[config.mk]
export PLATFORM = sky130hd
export DESIGN_NAME = debounce_array
export DESIGN_NICKNAME = d
export VERILOG_FILES = /design/src/rtl/debounce_pkg.sv /design/src/rtl/debounce_channel.sv /design/src/rtl/debounce_array.sv
export SDC_FILE = /design/constraint.sdc
export NUM_CORES = 1
export LEC_CHECK = 0
export ABC_AREA = 1
export CORE_MARGIN = 5
export CORE_UTILIZATION = 56
export DETAILED_ROUTE_END_ITERATION = 12
export PLACE_DENSITY = 0.82
export SLEW_MARGIN = 20
export SYNTH_ARGS = -nofsm -noshare
export SYNTH_HDL_FRONTEND = slang
export SYNTH_SLANG_ARGS = --single-unit
[constraint.sdc]
create_clock -name i_clk -period 1.7 [get_ports i_clk]
set_input_delay 0.34 -clock i_clk [delete_from_list [all_inputs] [get_ports i_clk]]
set_output_delay 0.34 -clock i_clk [all_outputs]
set_load 0.01 [all_outputs]
[src/rtl/debounce_pkg.sv]
// Shared types and width helpers for the key/switch debounce blocks.
package debounce_pkg;

    typedef enum logic [1:0] {HS_IDLE, HS_PRESSED, HS_REPEAT} hold_state_e;

    // One channel's registered outputs, bundled so the top can fan them out.
    typedef struct packed {
        logic debounced;
        logic pos;
        logic neg;
        logic press;
        logic hold;
        logic rpt;
    } chan_out_t;

    // Bits needed to hold the values 0..max_val inclusive.
    function automatic int unsigned cnt_width(input longint unsigned max_val);
        return (max_val < 1) ? 1 : int'($clog2(max_val + 1));
    endfunction

    function automatic longint unsigned max2(input longint unsigned a, input longint unsigned b);
        return (a > b) ? a : b;
    endfunction

endpackage

[src/rtl/debounce_channel.sv]
// One debounce channel: input synchroniser, stability counter, edge strobes
// and the long-press / auto-repeat state machine.
module debounce_channel
    import debounce_pkg::*;
#(
    parameter int unsigned CNT_N       = 65535,
    parameter int unsigned SYNC_STAGES = 2,
    parameter bit          ACTIVE_LVL  = 1'b0,
    parameter bit          RST_LVL     = 1'b1,
    parameter int unsigned HOLD_N      = 50_000_000,
    parameter int unsigned REPEAT_N    = 10_000_000
) (
    input  logic      i_clk,
    input  logic      i_rst,
    input  logic      i_in,
    input  logic      i_repeat_en,
    output chan_out_t o_out
);

    localparam int unsigned CW = cnt_width(CNT_N);
    localparam int unsigned HW = cnt_width(max2(HOLD_N, REPEAT_N));

    localparam logic [CW-1:0] CNT_RELOAD = CW'(CNT_N);
    localparam logic [HW-1:0] HOLD_TGT   = HW'(HOLD_N);
    localparam logic [HW-1:0] REP_TGT    = HW'(REPEAT_N);
    localparam logic [HW-1:0] HCNT_ONE   = HW'(1);
    localparam logic [HW-1:0] HCNT_MAX   = '1;

    logic [SYNC_STAGES-1:0] sync_q, sync_d;
    logic [CW-1:0]          cnt_q, cnt_d;
    logic                   deb_q, deb_d;
    logic                   pos_q, pos_d;
    logic                   neg_q, neg_d;
    logic                   press_q, press_d;
    logic                   hold_q, hold_d;
    logic                   rpt_q, rpt_d;
    hold_state_e            state_q, state_d;
    logic [HW-1:0]          hcnt_q, hcnt_d;

    logic          s;
    logic          toggle;
    logic          press_ev;
    logic          release_ev;
    logic [HW-1:0] hcnt_inc;

    assign s = sync_q[SYNC_STAGES-1];

    // Synchroniser and stability counter.
    always_comb begin
        sync_d = {sync_q[SYNC_STAGES-2:0], i_in};
        cnt_d  = CNT_RELOAD;
        deb_d  = deb_q;
        toggle = 1'b0;
        if (s != deb_q) begin
            if (cnt_q == '0) begin
                toggle = 1'b1;
                deb_d  = s;
            end else begin
                cnt_d = cnt_q - 1'b1;
            end
        end
    end

    assign press_ev   = toggle && (s == ACTIVE_LVL);
    assign release_ev = toggle && (s != ACTIVE_LVL);

    always_comb begin
        pos_d   = toggle & s;
        neg_d   = toggle & ~s;
        press_d = press_ev;
    end

    // Hold / repeat FSM. A release wins over a hold or repeat landing on the same edge.
    always_comb begin
        state_d  = state_q;
        hcnt_d   = hcnt_q;
        hold_d   = 1'b0;
        rpt_d    = 1'b0;
        hcnt_inc = (hcnt_q == HCNT_MAX) ? hcnt_q : hcnt_q + 1'b1;
        if (release_ev) begin
            state_d = HS_IDLE;
            hcnt_d  = '0;
        end else if (press_ev) begin
            state_d = HS_PRESSED;
            hcnt_d  = HCNT_ONE;
        end else begin
            case (state_q)
                HS_IDLE: begin
                    hcnt_d = '0;
                end
                HS_PRESSED: begin
                    if (hcnt_q == HOLD_TGT) begin
                        hold_d  = 1'b1;
                        rpt_d   = i_repeat_en;
                        state_d = HS_REPEAT;
                        hcnt_d  = HCNT_ONE;
                    end else begin
                        hcnt_d = hcnt_inc;
                    end
                end
                HS_REPEAT: begin
                    if (hcnt_q == REP_TGT) begin
                        rpt_d  = i_repeat_en;
                        hcnt_d = HCNT_ONE;
                    end else begin
                        hcnt_d = hcnt_inc;
                    end
                end
                default: begin
                    state_d = HS_IDLE;
                    hcnt_d  = '0;
                end
            endcase
        end
    end

    always_ff @(posedge i_clk) begin
        if (i_rst) begin
            sync_q  <= {SYNC_STAGES{RST_LVL}};
            cnt_q   <= CNT_RELOAD;
            deb_q   <= RST_LVL;
            pos_q   <= 1'b0;
            neg_q   <= 1'b0;
            press_q <= 1'b0;
            hold_q  <= 1'b0;
            rpt_q   <= 1'b0;
            state_q <= HS_IDLE;
            hcnt_q  <= '0;
        end else begin
            sync_q  <= sync_d;
            cnt_q   <= cnt_d;
            deb_q   <= deb_d;
            pos_q   <= pos_d;
            neg_q   <= neg_d;
            press_q <= press_d;
            hold_q  <= hold_d;
            rpt_q   <= rpt_d;
            state_q <= state_d;
            hcnt_q  <= hcnt_d;
        end
    end

    always_comb begin
        o_out.debounced = deb_q;
        o_out.pos       = pos_q;
        o_out.neg       = neg_q;
        o_out.press     = press_q;
        o_out.hold      = hold_q;
        o_out.rpt       = rpt_q;
    end

endmodule

[src/rtl/debounce_array.sv]
// N-channel debouncer for board keys/switches; each channel is an independent
// debounce_channel, outputs gathered into per-signal vectors.
module debounce_array
    import debounce_pkg::*;
#(
    parameter int unsigned N_CH        = 4,
    parameter int unsigned CNT_N       = 65535,
    parameter int unsigned SYNC_STAGES = 2,
    parameter bit          ACTIVE_LVL  = 1'b0,
    parameter bit          RST_LVL     = 1'b1,
    parameter int unsigned HOLD_N      = 50_000_000,
    parameter int unsigned REPEAT_N    = 10_000_000
) (
    input  logic            i_clk,
    input  logic            i_rst,
    input  logic [N_CH-1:0] i_in,
    input  logic            i_repeat_en,
    output logic [N_CH-1:0] o_debounced,
    output logic [N_CH-1:0] o_pos,
    output logic [N_CH-1:0] o_neg,
    output logic [N_CH-1:0] o_press,
    output logic [N_CH-1:0] o_hold,
    output logic [N_CH-1:0] o_repeat
);

    chan_out_t [N_CH-1:0] ch_out;

    for (genvar g = 0; g < N_CH; g++) begin : g_ch
        debounce_channel #(
            .CNT_N      (CNT_N),
            .SYNC_STAGES(SYNC_STAGES),
            .ACTIVE_LVL (ACTIVE_LVL),
            .RST_LVL    (RST_LVL),
            .HOLD_N     (HOLD_N),
            .REPEAT_N   (REPEAT_N)
        ) u_ch (
            .i_clk      (i_clk),
            .i_rst      (i_rst),
            .i_in       (i_in[g]),
            .i_repeat_en(i_repeat_en),
            .o_out      (ch_out[g])
        );

        assign o_debounced[g] = ch_out[g].debounced;
        assign o_pos[g]       = ch_out[g].pos;
        assign o_neg[g]       = ch_out[g].neg;
        assign o_press[g]     = ch_out[g].press;
        assign o_hold[g]      = ch_out[g].hold;
        assign o_repeat[g]    = ch_out[g].rpt;
    end

endmodule

# Word-level counts from Yosys, hierarchy flattened

Index checks and enable logic that the tools add are counted.

ROM bits: 0
Bits in latches: 0
Bits in registers: 208
Memories kept: 0
Logic and storage cells: 220
Output and inout bits: 24
Memory bits (writable): 0
Input bits: 7

Reduce and logical (&&, ||, !) cells: 48
Magnitude comparators: 0
Add/sub/neg operators: 8
Bitwise logic cells: 24
Equality and inequality tests: 36
Shift operators: 0
Divide/modulo/power cells: 0
Muxes and demuxes: 56
Multiply operators: 0

Operators with widths:

| cell                                                                 | count |
|---|---|
| 26-bit 2-to-1 mux                                                    | 12 |
| 26-bit == test, second input constant                                | 8 |
| 26-bit one-hot mux with 2 select lines                               | 4 |
| 26-bit by 1-bit adder with 26-bit output, second input constant      | 4 |
| 26-bit by 24-bit == test with 1-bit output, second input constant    | 4 |
| 16-bit zero test                                                     | 4 |
| 16-bit by 1-bit subtractor with 16-bit output, second input constant | 4 |
| 1-bit 2-to-1 mux                                                     | 28 |
| 2-bit AND reduction                                                  | 12 |
| 3-bit OR reduction                                                   | 8 |
| 2-bit by 1-bit != test with 1-bit output, second input constant      | 8 |
| 1-bit inverter                                                       | 16 |
| 2-bit one-hot mux with 2 select lines                                | 4 |
| 2-bit OR reduction                                                   | 8 |
| 4-bit OR reduction                                                   | 4 |
| 3-bit by 1-bit != test with 1-bit output, second input constant      | 4 |
| 1-bit bitwise AND                                                    | 8 |
| 2-bit by 1-bit == test with 1-bit output, second input constant      | 4 |
| 2-bit == test, second input constant                                 | 4 |
| 1-bit logical AND                                                    | 8 |
| 2-bit zero test                                                      | 4 |
| 2-bit 2-to-1 mux                                                     | 4 |
| 1-bit one-hot mux with 2 select lines                                | 4 |
| 1-bit != test                                                        | 4 |

# Longest topological paths before layout

Depth after elaboration: 6
Mapped depth: 14
Mapped depth without buffers: 13

# Hierarchy

From an unflattened synthesis, not the netlist that was laid out.

Cells, all modules: 1737
Area total of the unflattened synthesis: 11820.1 um^2

Modules (own cells, without submodules):

| module                               | cells an instance | instances | area an instance (um^2) | seq. area each (um^2) |
|---|---|---|---|---|
| debounce_channel at g_ch[1].u_ch ... | 438               | 2         | 2909.0                  | 1021.0 |
| debounce_channel at g_ch[3].u_ch     | 434               | 1         | 3026.7                  | 1021.0 |
| debounce_channel at g_ch[0].u_ch     | 427               | 1         | 2975.4                  | 1021.0 |

# Worst setup path after synthesis

OpenSTA, ideal clock, no wires.

Path type: flip-flop to flip-flop
Start point: register g_ch[1].u_ch.hcnt_q[0]
End point: register g_ch[1].u_ch.hcnt_q[0]
Setup time: 0.119 ns
Slack: 0.035 ns
Data required time: 1.581 ns
Data arrival time: 1.546 ns
Stages on the path, launching flop included: 11
Period minus slack after synthesis: 1.665 ns
Path buffers: 0
Cells stage by stage: dfxtp_1 > ha_1 > inv_2 > nor2_2 > nand2_1 > nor2_4 > nand2_2 > nand2_1 > nand2_1 > o21ai_1 > a21oi_1

Word-level cells in the longest chain between the ends: 5
Elaborated cells on any way between the ends: 9
Classes of those cells: 1 x add/sub; 3 x eq/ne; 5 x mux

RTL lines:

| item                                                                              | RTL line                                        | RTL |
|---|---|---|
| from (decl)                                                                       | debounce_channel.sv:38                          | `logic [HW-1:0] hcnt_q, hcnt_d;` |
| from (signal assigned)                                                            | debounce_channel.sv:139                         | `hcnt_q <= hcnt_d;` |
| 26-bit by 1-bit adder with 26-bit output / 26-bit == test (equally long branches) | debounce_channel.sv:79                          | `hcnt_inc = (hcnt_q == HCNT_MAX) ? hcnt_q : hcnt_q + 1'b1;` |
| 26-bit 2-to-1 mux                                                                 | debounce_channel.sv:79                          |  |
| 26-bit 2-to-1 mux, on equally long branches                                       | debounce_channel.sv:102, debounce_channel.sv:92 |  |
| 26-bit one-hot mux with 2 select lines *                                          | debounce_channel.sv:87                          | `case (state_q)` |
| 1-bit 2-to-1 mux *                                                                | debounce_channel.sv:83                          | `end else if (press_ev) begin` |

Every way passes the cells marked *; elsewhere a longest branch is shown, timed or not.
A chain may end at the register's enable or synchronous reset.

# Worst setup path after layout

Start point: register g_ch[1].u_ch.hcnt_q[0]
End point: register g_ch[1].u_ch.hcnt_q[11]

Word-level cells in the longest chain between the ends: 4
Elaborated cells on any way between the ends: 8
Classes of those cells: 1 x add/sub; 3 x eq/ne; 4 x mux

RTL lines:

| item                                                                              | RTL line |
|---|---|
| 26-bit by 1-bit adder with 26-bit output / 26-bit == test (equally long branches) | debounce_channel.sv:79 |
| 26-bit 2-to-1 mux                                                                 | debounce_channel.sv:79 |
| 26-bit 2-to-1 mux, on equally long branches                                       | debounce_channel.sv:102, debounce_channel.sv:92 |
| 26-bit one-hot mux with 2 select lines *                                          | debounce_channel.sv:87 |

Marked as above.

==> flow_summary.json <==
{
  "setup_viol": 27,
  "period_needed_ns": 1.76,
  "io_pins": 31,
  "hold_class": "in -> reg",
  "dp_hpwl_um": 20000,
  "start_kind": "register",
  "path_class": "reg -> reg",
  "ys_seq_area_frac": 0.363,
  "internal_power_mw": 8.15,
  "synth.avg_cell_area_um2": 6.98,
  "initial_core_util": 0.574,
  "async_reset_ff_frac": 0,
  "peakVddDrop_uv": 739,
  "postLayoutCoreUtil": 0.713,
  "ys_seq_elements": 204,
  "grt_pass1_vias": 10100,
  "hold_viol_final": 0,
  "violations": "negative setup slack",
  "required_ns": 2.09,
  "grt_max_degree": 24,
  "clk_latency_ns": 0.50,
  "vias": 11100,
  "rsz0062_at_grt": "true",
  "wl_met1_um": 12400,
  "synth.top_cells.by_area": "dfxtp_1, nand2_1, nor2_1",
  "synth_cell_type_count": 51,
  "outcome": "complete, but fails checks",
  "coreArea_um2": 19600,
  "grt_pass1_wl_um": 46000,
  "vias_per_cell": 5.47,
  "finalMaxSlewViolations": 0,
  "arrival_ns": 2.14,
  "pre_cts_ws_ns": -0.113,
  "wl_met2_um": 14600,
  "htreeDepth": 1,
  "antennaDiodeCount": 0,
  "placementRows": 51,
  "gp_congestion": 0.959,
  "synth_top_cell_by_area": "dfxtp_1",
  "worstMarginPinSlew_ns": 0.437,
  "maxCapViolCount": 0,
  "cts.sinks": 204,
  "synth_area_um2": 11200,
  "io_buffers": 30,
  "maxSlewHeadroom": 0.706,
  "combPwrFrac": 0.010,
  "synth_top_cell_area_share": 0.363,
  "endpoint_kind": "register",
  "cts_tree": "built",
  "ys.warnings.count": 0,
  "postRouteAntennaNets": 0,
  "drc": 0,
  "first_pass_iters": 8,
  "nNetsFinal": 1782,
  "die_area_um2": 23000,
  "power_density_nw_per_um2": 727,
  "cts_buffer_depth": 3,
  "seqCellArea_um2": 4150,
  "switchingPower_mw": 2.00,
  "finalCritPeriodShare": 1.03,
  "pwr-share-seq": 0.472,
  "wl_met3_um": 2000,
  "die_w_um": 152,
  "drtIter0Drc": 812,
  "grt_overflow_total": 0,
  "fin_ws_ns": -0.0561,
  "synth_common_cells": "nand2_1, nor2_1, dfxtp_1",
  "clockPowerShare": 0.517,
  "synth_edf_count": 0,
  "post-synth-top-count-cell": "nand2_1",
  "max_freq_mhz": 569,
  "tns_ns": -0.673,
  "syn_to_final_growth_pct": 24.3,
  "root_buffer": "clkbuf_16",
  "synthesis.instances": 1609,
  "drive_above_1_share": 0.256,
  "path_clk_slew_ns": 0.06,
  "switching_share": 0.197,
  "antenna_found_initial": 0,
  "fin_skew_ns": 0.00752,
  "wl_um": 29900,
  "syn-num-nets": 1644,
  "synth_ff_type": "dfxtp_1",
  "holdBufCountCts": 0,
  "top_layer_used": "met4",
  "avgRoutedWirePerCell_um": 14.7,
  "crit_fanout": 7,
  "nFillCells": 1483,
  "multi_input_area_um2": 6470,
  "cts-buffers-inserted": 22,
  "p_leak_nw": 5.73,
  "grt_usage": 0.238,
  "dieHeight_um": 152
}
## metrics by stage
stage / instances / hold slack, ns / power [mW] / cell area, um^2
after CTS: 2010 / 0.383 / 10.2 / 13300
after floorplan: 1609 / 0.365 / 4.95 / 11200
after global placement: 1964 / 0.375 / 5.00 / 12400
after detailed placement: 1964 / 0.379 / 5.00 / 12400
after global routing: 2026 / 0.388 / 10.4 / 14000
final: 2026 / 0.393 / 10.2 / 14000
## cell type report
| cell class | instances | area share |
|---|---|---|
| inverters | 217 | 0.0591 |
| clock inverters | 8 | 0.0102 |
| multi-input cells | 1144 | 0.463 |
| repair buffers | 158 | 0.0994 |
| flip-flops and latches | 204 | 0.297 |
| well taps | 265 | 0.0237 |
| clock buffers | 30 | 0.0474 |
## critical path, cell delays in order, from the launching register on
cell	delay, ns
dfxtp_4	0.37
inv_4	0.07
ha_2	0.17
nand4_1	0.20
nor2_2	0.26
nand2_1	0.10
nand2_2	0.10
nand2_4	0.08
nand2_8	0.09
clkbuf_16	0.16
a21oi_2	0.03
## timing repair
action,CTS,global route
cloned,1,5
hold endpoints to repair,0,0
buffers inserted,9,15
resized for setup,37,177
pin swaps,7,44
setup endpoints to repair,64,124
## final timing paths
kind              slack [ns]                      end  depth (start not counted)              startpoint
setup / recovery       -0.06  g_ch[1].u_ch.hcnt_q[11]                         10  g_ch[1].u_ch.hcnt_q[0]
hold / removal          0.39   g_ch[0].u_ch.sync_q[0]                          2                 i_in[0]
setup reg to reg       -0.06  g_ch[1].u_ch.hcnt_q[11]                         10  g_ch[1].u_ch.hcnt_q[0]
hold reg to reg         0.40    g_ch[2].u_ch.cnt_q[0]                          1   g_ch[2].u_ch.cnt_q[0]
## cell families after synthesis
family / synth area share
xor+xnor: 0.0521
buf+inv: 0.103
compound gates: 0.0815
flops: 0.363
fa+ha+maj: 0.0312
simple gates: 0.369
## power by group through the flow
| stage | sequential, mW | combinational, mW | clock (mW) |
|---|---|---|---|
| final | 4.79 | 0.106 | 5.25 |
| after global routing | 4.79 | 0.113 | 5.53 |
| after CTS | 4.80 | 0.103 | 5.32 |
| after detailed placement | 4.90 | 0.101 | 0 |
| after global placement | 4.90 | 0.0988 | 0 |
| after floorplan | 4.90 | 0.0481 | 0 |
## state kept, by name (all words and copies together), names as in the netlist
register	count
g_ch.u_ch.press_q	4
g_ch.u_ch.cnt_q	64
g_ch.u_ch.pos_q	4
g_ch.u_ch.hcnt_q	104
g_ch.u_ch.rpt_q	4
g_ch.u_ch.state_q	8
g_ch.u_ch.hold_q	4
g_ch.u_ch.sync_q	8
g_ch.u_ch.deb_q	4
## per-layer routing
layer,vias up,track usage
met5,-,0
met4,0,0.0593
met3,90,0.0381
met2,475,0.411
met1,5087,0.313
li1,5430,-
## placed cells by master (no fill, tap or decap), drive strengths merged, types with 5 or more instances in the layout
| cell | n |
|---|---|
| nor4 | 12 |
| o21ai | 40 |
| or2 | 17 |
| o211ai | 5 |
| clkbuf | 33 |
| dfxtp | 204 |
| nand3 | 148 |
| dlygate4sd2 | 21 |
| nand3b | 8 |
| clkdlybuf4s50 | 6 |
| buf | 125 |
| nand2 | 360 |
| inv | 216 |
| xnor2 | 26 |
| nand4 | 39 |
| nor3 | 69 |
| a21oi | 90 |
| nor2 | 236 |
| ha | 28 |
| xor2 | 40 |
(Power assumes the default switching activity.)
